`src/rtl/leb128_encoder_if.sv`:
```
// Value-in / byte-out stream bundle for the LEB128 encoder.
// The encoder takes the slave modport; the producer/consumer side takes master.
interface leb128_encoder_if;
  logic        in_valid;
  logic        in_ready;
  logic [63:0] in_value;
  logic        in_signed;
  logic        in_width64;
  logic        out_valid;
  logic        out_ready;
  logic [7:0]  out_data;
  logic        out_last;
  logic [3:0]  out_index;

  modport slave (
    input  in_valid, in_value, in_signed, in_width64, out_ready,
    output in_ready, out_valid, out_data, out_last, out_index
  );

  modport master (
    output in_valid, in_value, in_signed, in_width64, out_ready,
    input  in_ready, out_valid, out_data, out_last, out_index
  );
endinterface

```
`src/rtl/leb128_encoder.sv`:
```
// Serialises one integer per transaction into ULEB128/SLEB128 bytes, one byte
// per cycle, with back-to-back acceptance on the final byte.
module leb128_encoder #(
  parameter bit USE_64B = 1'b1
) (
  input  logic             clk,
  input  logic             reset,
  leb128_encoder_if.slave  bus
);
  localparam int W = USE_64B ? 64 : 32;

  typedef enum logic {IDLE, EMIT} state_t;

  state_t              state, state_nxt;
  logic [W-1:0]        v, v_load, nxt, lshr;
  logic signed [W-1:0] sv, ashr;
  logic [63:0]         ext32;
  logic                sgn, done, accept, xfer;
  logic [3:0]          idx;

  // Arithmetic shift kept in its own signed expression so it never degrades
  // to a logical shift inside a mixed-signedness ternary.
  assign sv   = v;
  assign ashr = sv >>> 7;
  assign lshr = v >> 7;
  assign nxt  = sgn ? ashr : lshr;
  assign done = sgn ? ((nxt == '0 && !v[6]) || (nxt == '1 && v[6])) : (nxt == '0);

  assign ext32  = bus.in_signed ? {{32{bus.in_value[31]}}, bus.in_value[31:0]}
                                : {32'd0, bus.in_value[31:0]};
  assign v_load = (USE_64B && bus.in_width64) ? bus.in_value[W-1:0] : ext32[W-1:0];

  assign xfer   = bus.out_valid && bus.out_ready;
  assign accept = bus.in_valid && bus.in_ready;

  always_ff @(posedge clk or negedge reset) begin
    if (!reset) state <= IDLE;
    else        state <= state_nxt;
  end

  always_comb begin
    state_nxt = state;
    case (state)
      IDLE: if (accept) state_nxt = EMIT;
      EMIT: if (xfer && done) state_nxt = accept ? EMIT : IDLE;
      default: state_nxt = IDLE;
    endcase
  end

  always_comb begin
    bus.out_valid = (state == EMIT);
    bus.out_data  = '0;
    bus.out_last  = 1'b0;
    bus.out_index = '0;
    if (state == EMIT) begin
      bus.out_data  = {~done, v[6:0]};
      bus.out_last  = done;
      bus.out_index = idx;
    end
    bus.in_ready = (state == IDLE) || ((state == EMIT) && done && bus.out_ready);
  end

  // Accept has priority: in EMIT it only fires together with the last transfer.
  always_ff @(posedge clk or negedge reset) begin
    if (!reset) begin
      v   <= '0;
      sgn <= 1'b0;
      idx <= '0;
    end else if (accept) begin
      v   <= v_load;
      sgn <= bus.in_signed;
      idx <= '0;
    end else if (xfer && !done) begin
      v   <= nxt;
      idx <= idx + 4'd1;
    end
  end
endmodule

```
`src/flat_wrapper.sv`:
```
// flat-port wrapper written by rule: the top's interface ports become plain ports
module leb128_encoder_flat 
#(
  parameter bit USE_64B = 1'b1
)
  (clk, reset, bus_in_valid, bus_in_value, bus_in_signed, bus_in_width64, bus_out_ready, bus_in_ready, bus_out_valid, bus_out_data, bus_out_last, bus_out_index);
  leb128_encoder_if bus_i ();
  input  logic clk;
  input  logic reset;
  input wire logic [$bits(bus_i.in_valid)-1:0] bus_in_valid;
  input wire logic [$bits(bus_i.in_value)-1:0] bus_in_value;
  input wire logic [$bits(bus_i.in_signed)-1:0] bus_in_signed;
  input wire logic [$bits(bus_i.in_width64)-1:0] bus_in_width64;
  input wire logic [$bits(bus_i.out_ready)-1:0] bus_out_ready;
  output wire logic [$bits(bus_i.in_ready)-1:0] bus_in_ready;
  output wire logic [$bits(bus_i.out_valid)-1:0] bus_out_valid;
  output wire logic [$bits(bus_i.out_data)-1:0] bus_out_data;
  output wire logic [$bits(bus_i.out_last)-1:0] bus_out_last;
  output wire logic [$bits(bus_i.out_index)-1:0] bus_out_index;
  assign bus_i.in_valid = bus_in_valid;
  assign bus_i.in_value = bus_in_value;
  assign bus_i.in_signed = bus_in_signed;
  assign bus_i.in_width64 = bus_in_width64;
  assign bus_i.out_ready = bus_out_ready;
  assign bus_in_ready = bus_i.in_ready;
  assign bus_out_valid = bus_i.out_valid;
  assign bus_out_data = bus_i.out_data;
  assign bus_out_last = bus_i.out_last;
  assign bus_out_index = bus_i.out_index;
  leb128_encoder #(.USE_64B(USE_64B)) u_core (.clk(clk), .reset(reset), .bus(bus_i));
endmodule
```
`config.mk`:
```
export PLATFORM = sky130hd
export DESIGN_NAME = leb128_encoder_flat
export DESIGN_NICKNAME = d
export VERILOG_FILES = /design/src/rtl/leb128_encoder_if.sv /design/src/rtl/leb128_encoder.sv /design/src/flat_wrapper.sv
export SDC_FILE = /design/constraint.sdc
export NUM_CORES = 1
export LEC_CHECK = 0
export ABC_AREA = 0
export CORE_MARGIN = 2
export CORE_UTILIZATION = 45
export CTS_CLUSTER_DIAMETER = 60
export DETAILED_ROUTE_END_ITERATION = 10
export PLACE_DENSITY_LB_ADDON = 0.3
export SYNTH_ARGS = -nofsm -noshare
export SYNTH_HDL_FRONTEND = slang
export SYNTH_SLANG_ARGS = --single-unit
```
`constraint.sdc`:
```
create_clock -name clk -period 2.2 [get_ports clk]
set_input_delay 0.44 -clock clk [delete_from_list [all_inputs] [get_ports clk]]
set_output_delay 0.44 -clock clk [all_outputs]
set_load 0.05 [all_outputs]
```
==> results by group <==
Status
  • Status: complete, but fails checks
  • Failing checks: setup timing

Logic synthesis
  • Syn Std Cell Area: between 0.003 and 0.004 sq mm
  • Flops & latches, synth: 70
  • Post-synthesis net count: 475
  • Post-synthesis cell count: 404
  • Register area share after synthesis: 48.6%
  • Yosys Warn Count: 0
  • Post-Syn Area per Cell: 8.93 sq um
  • Synth unique cells: 38

Placement
  • # port buffers: 84
  • Detail Placement HPWL: between 8000 and 9000 um
  • Placement Setup Slack: -0.366 ns
  • GP Congestion: 0.933

Floorplanning
  • Die area: 0.00875 sq mm
  • Initial core utilization: 46.7%
  • Core Region: approximately 0.0077 sq mm
  • Die Span Y: 93.5 um
  • Die Width: 93.5 um
  • Row count: 32
  • Top Ports: 85

Clocking
  • CTS buffer count: 9
  • Clk Latency, worst-skew pair: about 0.38 ns
  • CTS Buffer Depth: 2
  • H-tree depth: 3
  • Clk sink count: 70
  • CTS tree: yes
  • Cell chosen for the clock root: clkbuf_8
  • CTS clk-pin slew, worst paths: 0.09 ns

Detailed routing
  • Initial DRC count: 737
  • TritonRoute pass-1 iters: 7
  • Vias per std cell: 6.89
  • Vias: 4778
  • DRT Wirelength: ~18000 um
  • Routed Antenna Nets: 0
  • Wire length per cell: 26.7 um
  • Remaining DRCs: 0

Power
  • Leak: between 0.002 and 0.003 uW
  • Power Dens Cells: 673 mW/mm^2
  • Worst vdd ir: 0.000405 V

Setup path
  • Slowest-stage cell, CP: nor4_1
  • Crit end category: primary output
  • Worst-path fanout max: 3
  • WP data arrival: 3.08 ns
  • Critical path required time: 1.76 ns
  • CP startpoint kind: register
  • Max stage delay on crit path: 1.07 ns
  • Worst Path Buf+Inv: 3
  • CP cell instances: buf_4, nand4_1, nor4_1, nand4_1, buf_4, and3_4, buf_8
  • Crit Path Category: reg2out
  • Cell family with most CP delay: simple AND/OR/NAND/NOR gates

STA
  • Max frequency: 284 MHz
  • Final Setup Violations: 73
  • RSZ-0062 raised after global routing: true
  • Worst-margin pin slew: 1.22 ns
  • Max-slew headroom: ~18%
  • Layout Skew: 0.0181 ns
  • Hold slack: 0.0883 ns
  • Final Max Slew Viols: 0
  • Fin. Hold Viols: 0
  • Post-layout min period: 3.52 ns
  • Worst setup margin: -1.32 ns
  • Tcrit/Tclk final: 160%

Final layout
  • Fraction of layout cells with a size suffix above 1: 41.6%
  • Most common cell after layout, fill and taps aside: buf_4
  • Commonest cells after routing, fill and taps aside: buf_4, dfrtp_1, clkdlybuf4s50_1
  • Layout net count: about 660
  • # diodes: 0
  • Multi-input logic area: 0.00219 sq mm
  • Seq. cell area: 0.00175 sq mm
  • Area grow syn2layout: 82.7%
  • # fillers: 345

GRT
  • Pin count of the biggest net entering global routing: 71
  • Antenna violations before repair: 0
  • Vias in the first global route: about 4400
  • Total congestion overflow: 0
  • GRT Util Overall: 34.7%
  • First-pass GRT wire length: 23100 um

Hold path
  • Worst hold path class: in2async

Flow run
  • Max capacitance violation total: 0
[timing repair]
action | 4_1_cts | 5_1_grt
buffers inserted | 6 | 13
hold buffers | 0 | 0
cloned | 7 | 9
gates resized for setup | 91 | 63
setup endpoints to repair | 75 | 80
pin swaps | 18 | 42
[worst paths after layout]
check                                          start                        endpoint  slack [ns]  cells past startpoint
min in group clk            u_core.sv[4]$_DFFE_PN0P_        u_core.sv[4]$_DFFE_PN0P_        0.55                      2
max reg2reg                u_core.sv[32]$_DFFE_PN0P_       u_core.sv[38]$_DFFE_PN0P_       -1.23                     11
max in group asynchronous                      reset       u_core.sv[49]$_DFFE_PN0P_        1.80                      2
min reg2reg                 u_core.sv[4]$_DFFE_PN0P_        u_core.sv[4]$_DFFE_PN0P_        0.55                      2
min                                            reset  u_core.bus.out_valid$_DFF_PN0_        0.09                      2
max                        u_core.sv[32]$_DFFE_PN0P_                 bus_out_data[7]       -1.32                      7
[cell usage after synthesis, drive strengths merged]
library cell	n	share of area (%)
nor3	5	0.69
a2bb2oi	1	0.24
a31oi	2	0.52
a211o	1	0.24
nor2	18	1.9
a21oi	31	4.3
a222oi	14	3.9
nand4	30	5.2
nor4	19	3.3
and2	4	0.69
a22oi	7	1.5
inv	55	5.7
o21ai	9	1.6
mux2	1	0.31
and3	4	0.69
clkinv	1	0.10
clkbuf	14	1.5
nand3	5	0.69
a21o	1	0.21
buf	14	2.5
xnor2	1	0.24
a221o	7	1.9
a31o	4	0.97
a221oi	7	1.7
dfrtp	70	49
or2	1	0.17
nand2	45	4.7
a22o	1	0.24
o22ai	29	5.0
ha	1	0.35
or4	1	0.21
a211oi	1	0.21
[worst reg2reg max path, delay by kind of cell (launching register included)]
kind	cells	cell delay, ns
AND/OR/NAND/NOR	4	1.69
buffers and inverters	5	0.88
flip-flops	1	0.44
AO/OA/AOI/OAI	2	0.30
[layout make-up]
cell class	count	area share (%)
Multi-Input combinational cell	250	33.2
Sequential cell	70	26.6
Inverter	56	3.21
Tap cell	102	1.94
Clock inverter	6	0.930
Clock buffer	10	2.09
Timing Repair Buffer	199	32.0
[state kept, by name (all words and copies together), names as in the netlist]
register,flops
u_core.sv,64
u_core.idx,4
u_core.bus.out_valid,1
u_core.sgn,1
[where the power goes]
group | switching (uW) | leakage [uW] | internal [uW] | total (uW)
clock network | 573 | 0.000102 | 551 | 1120
logic | 928 | 0.00201 | 756 | 1680
registers | 163 | 0.000803 | 1460 | 1630
total | 1660 | 0.00291 | 2770 | 4430
[cell families after synthesis]
kind of cell / synth area share [%]
buf+inv: 9.82
mux: 0.312
flops: 48.6
simple gates: 18.2
fa+ha+maj: 0.347
xor+xnor: 0.243
compound gates: 22.5
[per-layer routing]
layer | share of wire, % | track usage, %
met1 | 34 | 43.0
met2 | 45 | 58.1
met3 | 12 | 6.93
met4 | 8.9 | 16.7
met5 | 0 | 0
[per-stage QoR]
| stage | setup TNS, ns | power (uW) | area (sq um) | utilization, % | instances |
|---|---|---|---|---|---|
| 2_1_floorplan | -9.61 | 2240 | 3770 | - | 404 |
| 3_3_place_gp | -12.96 | 2870 | 5290 | 68.5 | 647 |
| 3_5_place_dp | -17.52 | 2910 | 5290 | 68.5 | 647 |
| 4_1_cts | -29.31 | 4070 | 6110 | 79.0 | 676 |
| 5_1_grt | -75.75 | 4540 | 6590 | 85.3 | 693 |
| 6_report | -82.69 | 4430 | 6590 | 85.3 | 693 |
(Power assumes the default switching activity.)
